File: src/rtl/rv32i_fetch.sv
// rv32i_fetch: instruction fetch stage.
// Holds the PC, issues word reads to instruction memory under a credit limit,
// queues returned words in order with their PCs, and hands them to decode over
// a valid/ready handshake. A redirect flushes the queue and marks every
// in-flight response for discard before fetching resumes at the new target.
module rv32i_fetch #(
  parameter logic [31:0] RESET_PC    = 32'h0000_0000,
  parameter int unsigned QUEUE_DEPTH = 2
) (
  input  logic        clock,
  input  logic        reset_n,
  output logic        imem_req_valid,
  input  logic        imem_req_ready,
  output logic [31:0] imem_req_addr,
  input  logic        imem_rsp_valid,
  input  logic [31:0] imem_rsp_data,
  input  logic        redirect_valid,
  input  logic [31:0] redirect_pc,
  output logic        inst_valid,
  input  logic        inst_ready,
  output logic [31:0] inst,
  output logic [31:0] inst_pc,
  output logic [6:0]  opcode
);

  localparam int unsigned PTR_W = $clog2(QUEUE_DEPTH);
  localparam int unsigned CNT_W = PTR_W + 1;
  localparam logic [CNT_W-1:0] DEPTH_C = CNT_W'(QUEUE_DEPTH);

  typedef enum logic {FETCH, STALL} state_t;

  state_t state_q, state_d;

  logic [31:0]      pc_q;
  logic [CNT_W-1:0] q_count;
  logic [CNT_W-1:0] outstanding;
  logic [CNT_W-1:0] discard;
  logic [PTR_W-1:0] q_wr, q_rd;
  logic [PTR_W-1:0] t_wr, t_rd;

  // Instruction queue (data + PC) and the PC tag FIFO for in-flight requests.
  logic [31:0] q_data [QUEUE_DEPTH];
  logic [31:0] q_pc   [QUEUE_DEPTH];
  logic [31:0] tag_pc [QUEUE_DEPTH];

  logic             accept;
  logic             rsp_keep;
  logic             rsp_drop;
  logic             push;
  logic             pop;
  logic [CNT_W-1:0] used;
  logic [CNT_W-1:0] out_next;
  logic [CNT_W-1:0] count_next;
  logic [CNT_W-1:0] used_next;

  // Decode this cycle's events and the occupancy they leave behind.
  always_comb begin
    // NOTE: every signal assigned here gets a value on every path, so no latch is inferred.
    accept     = imem_req_valid & imem_req_ready;
    rsp_keep   = imem_rsp_valid & (discard == '0);
    rsp_drop   = imem_rsp_valid & (discard != '0);
    push       = rsp_keep & ~redirect_valid;
    pop        = inst_valid & inst_ready & ~redirect_valid;
    used       = q_count + outstanding;
    out_next   = outstanding + CNT_W'(accept) - CNT_W'(imem_rsp_valid);
    count_next = redirect_valid ? '0 : (q_count + CNT_W'(push) - CNT_W'(pop));
    used_next  = count_next + out_next;
  end

  // FSM state register.
  always_ff @(posedge clock) begin
    // NOTE: state is updated with non-blocking assignments; reset is synchronous, sampled on the clock edge.
    if (!reset_n) state_q <= FETCH;
    else          state_q <= state_d;
  end

  // FSM next state: stall once an accept uses the last credit, resume when one frees.
  always_comb begin
    state_d = state_q;
    if (redirect_valid) begin
      state_d = FETCH;
    end else begin
      unique case (state_q)
        FETCH: if (accept && used_next >= DEPTH_C) state_d = STALL;
        STALL: if (used_next < DEPTH_C)            state_d = FETCH;
        default:                                   state_d = FETCH;
      endcase
    end
  end

  // FSM outputs: request while fetching with a free credit and no redirect pending.
  always_comb begin
    imem_req_valid = reset_n && (state_q == FETCH) && (used < DEPTH_C) && !redirect_valid;
    imem_req_addr  = pc_q;
  end

  // PC, credit counters and queue/tag pointers.
  always_ff @(posedge clock) begin
    if (!reset_n) begin
      pc_q        <= RESET_PC;
      q_count     <= '0;
      outstanding <= '0;
      discard     <= '0;
      q_wr        <= '0;
      q_rd        <= '0;
      t_wr        <= '0;
      t_rd        <= '0;
    end else begin
      outstanding <= out_next;
      q_count     <= count_next;
      if (redirect_valid) begin
        // Everything still in flight after this cycle's response belongs to the old path.
        pc_q    <= redirect_pc & ~32'h3;
        discard <= out_next;
        q_wr    <= '0;
        q_rd    <= '0;
        t_wr    <= '0;
        t_rd    <= '0;
      end else begin
        if (accept) begin
          pc_q <= pc_q + 32'd4;
          t_wr <= t_wr + 1'b1;
        end
        if (rsp_drop) discard <= discard - 1'b1;
        if (rsp_keep) t_rd <= t_rd + 1'b1;
        if (push)     q_wr <= q_wr + 1'b1;
        if (pop)      q_rd <= q_rd + 1'b1;
      end
    end
  end

  // Queue and tag storage; occupancy is tracked by the pointers above.
  always_ff @(posedge clock) begin
    // NOTE: storage arrays are not reset; stale entries are never visible because the counters are.
    if (accept) tag_pc[t_wr] <= pc_q;
    if (push) begin
      q_data[q_wr] <= imem_rsp_data;
      q_pc[q_wr]   <= tag_pc[t_rd];
    end
  end

  // Decode-side outputs straight from the queue head, zero when empty.
  always_comb begin
    inst_valid = (q_count != '0);
    inst       = inst_valid ? q_data[q_rd] : 32'h0;
    inst_pc    = inst_valid ? q_pc[q_rd]   : 32'h0;
    opcode     = inst[6:0];
  end

  // A kept response must always find room; the credit limit guarantees it.
  assert property (@(posedge clock) disable iff (!reset_n)
                   (imem_rsp_valid && discard == '0) |-> (q_count != DEPTH_C));

endmodule

File: config.mk
export PLATFORM = sky130hd
export DESIGN_NAME = rv32i_fetch
export DESIGN_NICKNAME = d
export VERILOG_FILES = /design/src/rtl/rv32i_fetch.sv
export SDC_FILE = /design/constraint.sdc
export NUM_CORES = 1
export LEC_CHECK = 0
export CORE_MARGIN = 2
export CORE_UTILIZATION = 52
export DETAILED_ROUTE_END_ITERATION = 7
export PLACE_DENSITY = 0.76
export SYNTH_ARGS = -nofsm -noshare
export SYNTH_HDL_FRONTEND = slang
export SYNTH_SLANG_ARGS = --single-unit
File: constraint.sdc
create_clock -name clock -period 5.2 [get_ports clock]
set_input_delay 1.3 -clock clock [delete_from_list [all_inputs] [get_ports clock]]
set_output_delay 1.3 -clock clock [all_outputs]
set_load 0.02 [all_outputs]
==> results.md <==
* Switching pwr at 917 uW
* Vias/cell at roughly 5.5
* Synth warn at 0
* Crit path DAT at 2.72 ns
* Period Utilization, post-route at ~77%
* Power per Cell Area at ~340 mW/mm2
* PortBufs at 168
* Synth Instances at about 670
* DRT Pass-1 Iters at 5
* Worst Path Required at slightly below 4 ns
* Worst-path fanout max at 10
* Worst r2r path cells at 12
* Post-cts sizing count at 0
* Worst R2R End: state_q
* H-tree depth at 1
* Initial antenna violation count at 0
* Syn Area/Cell at around 14 um2
* Clk sinks at 227
* Pre-CTS WS at slightly below 1 ns
* Setup WS post-layout at 1.18 ns
* Cells on Worst Hold Path at 2
* Cell with the most instances after synthesis: edfxtp_1
* Flop2flop setup slack at 1.84 ns
* Slowest-stage cell, CP: clkdlybuf4s50_1
* Pin count of the biggest net entering global routing at 63
* TritonCTS clock tree: yes
* Remaining antenna violation count after routing at 0
* Max stage delay on crit path at between 0.6 and 0.7 ns
* Crit Path Class: in -> out
* Clock slew at reported path FFs at 0.06 ns
* CP bufs+invs at 2
* Mapped cell area at 0.00926 mm2
* Post-DP Area at roughly 0.011 mm2
* Area grow syn2layout at 28.4%
* Clock power frac at 37.6%
* Total gr overflow at 0
* Slew HR at 23.5%
* Finished Core Util at about two thirds
* Critical Path, Cell by Cell: clkdlybuf4s50_1 > nand2b_4 > nor3_1 > clkdlybuf4s50_1
* Routed wire per std cell at 18.1 um
* Unique masters post-synth at 45
* DP HPWL at ~13,000 um
* Hold_ws at ~0.52 ns
* Hold Vio Cnt, Final at 0
* Total wire length at 19,500 um
* Number of buffers created by CTS at 23
* Crit path max-delay family: buffers and inverters
* Top_reg_cell synth: edfxtp_1
* Pins over their slew limit at 0
* Sw frac at 22.5%
* Initial Util at 53.4%
* RePlAce Congestion at 0.860
* Outcome: complete, no violations
* Flop and latch count out of synthesis at between 200 and 250
* Core Region at about 0.017 mm2
* Vias in the first global route at between 5,000 and 6,000
* Clk_skew at 0.0180 ns
* Reg power frac at a little over 50%
* Max Cap Violations at 0
* Register area share after synthesis at just under 70%
* Most frequent CP cell: clkdlybuf4s50_1
* P_leak at around 0.0038 uW
* Synth top cells by count: 184 x edfxtp_1, 83 x nor2_1, 64 x mux2i_1
* Final setup viols at 0
* Die area at ~0.019 mm2
* Comb pwr share at 10.7%
* Die Y at 137 um
* Area share of the largest cell type after synthesis at roughly three fifths
* Async SR Flop Fraction at 0%
* Row count at 48
* Hold-fix buffers, CTS at 0
* Worst hold start: t_rd
* Initial drt markers at approximately 460
* CTS Buffer Depth at 3
* Startpoint types: input pin
* Final instance area at ~0.012 mm2
* Setup TNS at 0 ns
* Hold Path Class: reg -> reg
* Die width at roughly 140 um
* Post-synth top area cell: edfxtp_1
* Worst r2r src: q_count[1]
* Layout cells sized above 1 at a little over 10%
* FMAX at 248 MHz
* Global-route wire length before repair at roughly 30,000 um
* Worst vdd ir at ~250 uV
* Clk_lat worst skew at ~0.50 ns
* Root Buffer Master: clkbuf_16
* Post-CTS setup buffers at 0
* Int Pwr at between 3000 and 4000 uW
* RSZ-0062 raised after global routing: false
* CP Capture Type: output pin
* IO Pins at 175
* Inserted Diodes at 0
* Via count at between 5,000 and 6,000
* Post-layout net count at between 900 and 1,000
* GRT Total Usage at 20.4%
* Worst Tran Pin Value at around 1.1 ns
* Synth top area cells: edfxtp_1 60%, dfxtp_1 9.3%, mux2i_1 6.9%
* Fin crit period at between 4 and 5 ns
* Drt drc at 0
* Post-synth EDFFs at roughly 180
layout by cell type, fill, tap and decap left out, types with 6 or more instances in the layout:
| master | n |
|---|---|
| a21oi_1 | 18 |
| a31oi_1 | 18 |
| and3_1 | 8 |
| buf_4 | 8 |
| clkbuf_1 | 8 |
| clkbuf_16 | 23 |
| clkdlybuf4s50_1 | 168 |
| dfxtp_1 | 42 |
| edfxtp_1 | 184 |
| ha_1 | 6 |
| inv_1 | 11 |
| mux2_2 | 31 |
| mux2i_1 | 64 |
| nand2_1 | 35 |
| nand3_1 | 15 |
| nand4_1 | 15 |
| nor2_1 | 79 |
| nor3_1 | 9 |
| nor4_1 | 8 |
| o21ai_0 | 19 |
| or3_1 | 12 |
| xnor2_1 | 13 |
| xor2_1 | 6 |
cell type report:
type,count,area [um2]
Clock buffer,39,697
Sequential cell,227,6390
Tap cell,225,282
Inverter,13,48.8
Multi-Input combinational cell,395,2660
Clock inverter,3,17.5
Timing Repair Buffer,179,1800
Fill cell,1208,5470
power by group through the flow:
stage	combinational (uW)	sequential [uW]	clock [uW]
5_1_grt	476	2120	1640
4_1_cts	441	2110	1560
2_1_floorplan	232	2150	0
3_5_place_dp	438	2150	0
6_report	438	2110	1540
3_3_place_gp	424	2140	0
kinds of logic (layout without fill, tap and decap cells):
kind of cell,count (synthesis),in the layout,share of synthesized area (%)
buffers and inverters,54,234,2.80
other,1,4,0.0405
AO/OA/AOI/OAI,69,69,4.43
AND/OR/NAND/NOR,202,202,10.5
flip-flops,227,227,68.9
XOR/XNOR,19,19,1.80
adder cells (fa/ha/maj),6,6,0.810
multiplexers,95,95,10.7
worst reg2reg max path, cell delays in order, from the launching register on:
cell and delay [ns]:
dfxtp_1 0.37, xnor2_1 0.29, xor2_1 0.81, nor2_1 0.19, inv_2 0.23, ha_1 0.27
inv_1 0.06, ha_1 0.15, xor2_1 0.18, xnor2_1 0.21, xor2_1 0.24, xnor2_1 0.10
nor3_1 0.18
sequential cells by signal, summed over array words and instances (netlist names), 2 cells and up, named ones only:
signal,count
outstanding,2
q_data,64
discard,2
q_pc,60
tag_pc,60
q_count,2
imem_req_addr,30
per-layer routing:
| layer | track usage [%] | up-vias | wire length [um] |
|---|---|---|---|
| li1 | - | 2827 | - |
| met1 | 26.4 | 2833 | 8080 |
| met2 | 35.2 | 260 | 9510 |
| met3 | 3.94 | 31 | 1570 |
| met4 | 5.96 | 0 | 375 |
| met5 | 0 | - | 0 |
metrics by stage:
stage	total power [uW]	cells
floorplan	2380	676
global placement	2560	1039
detailed placement	2580	1039
CTS	4110	1081
global route	4230	1081
finish	4080	1081
how the worst max path moves through the flow:
stage / startpoint / endpoint / slack (ns) / depth (start not counted)
2_1_floorplan: redirect_valid / q_data[0][0] / 0.42 / 4
3_3_place_gp: reset_n / state_q / 1.02 / 13
3_5_place_dp: reset_n / state_q / 0.96 / 13
4_1_cts: q_count[1] / inst_pc[4] / 1.16 / 4
5_1_grt: reset_n / imem_req_valid / 1.05 / 4
6_report: reset_n / imem_req_valid / 1.18 / 4
Power figures use the tool's default switching activity.
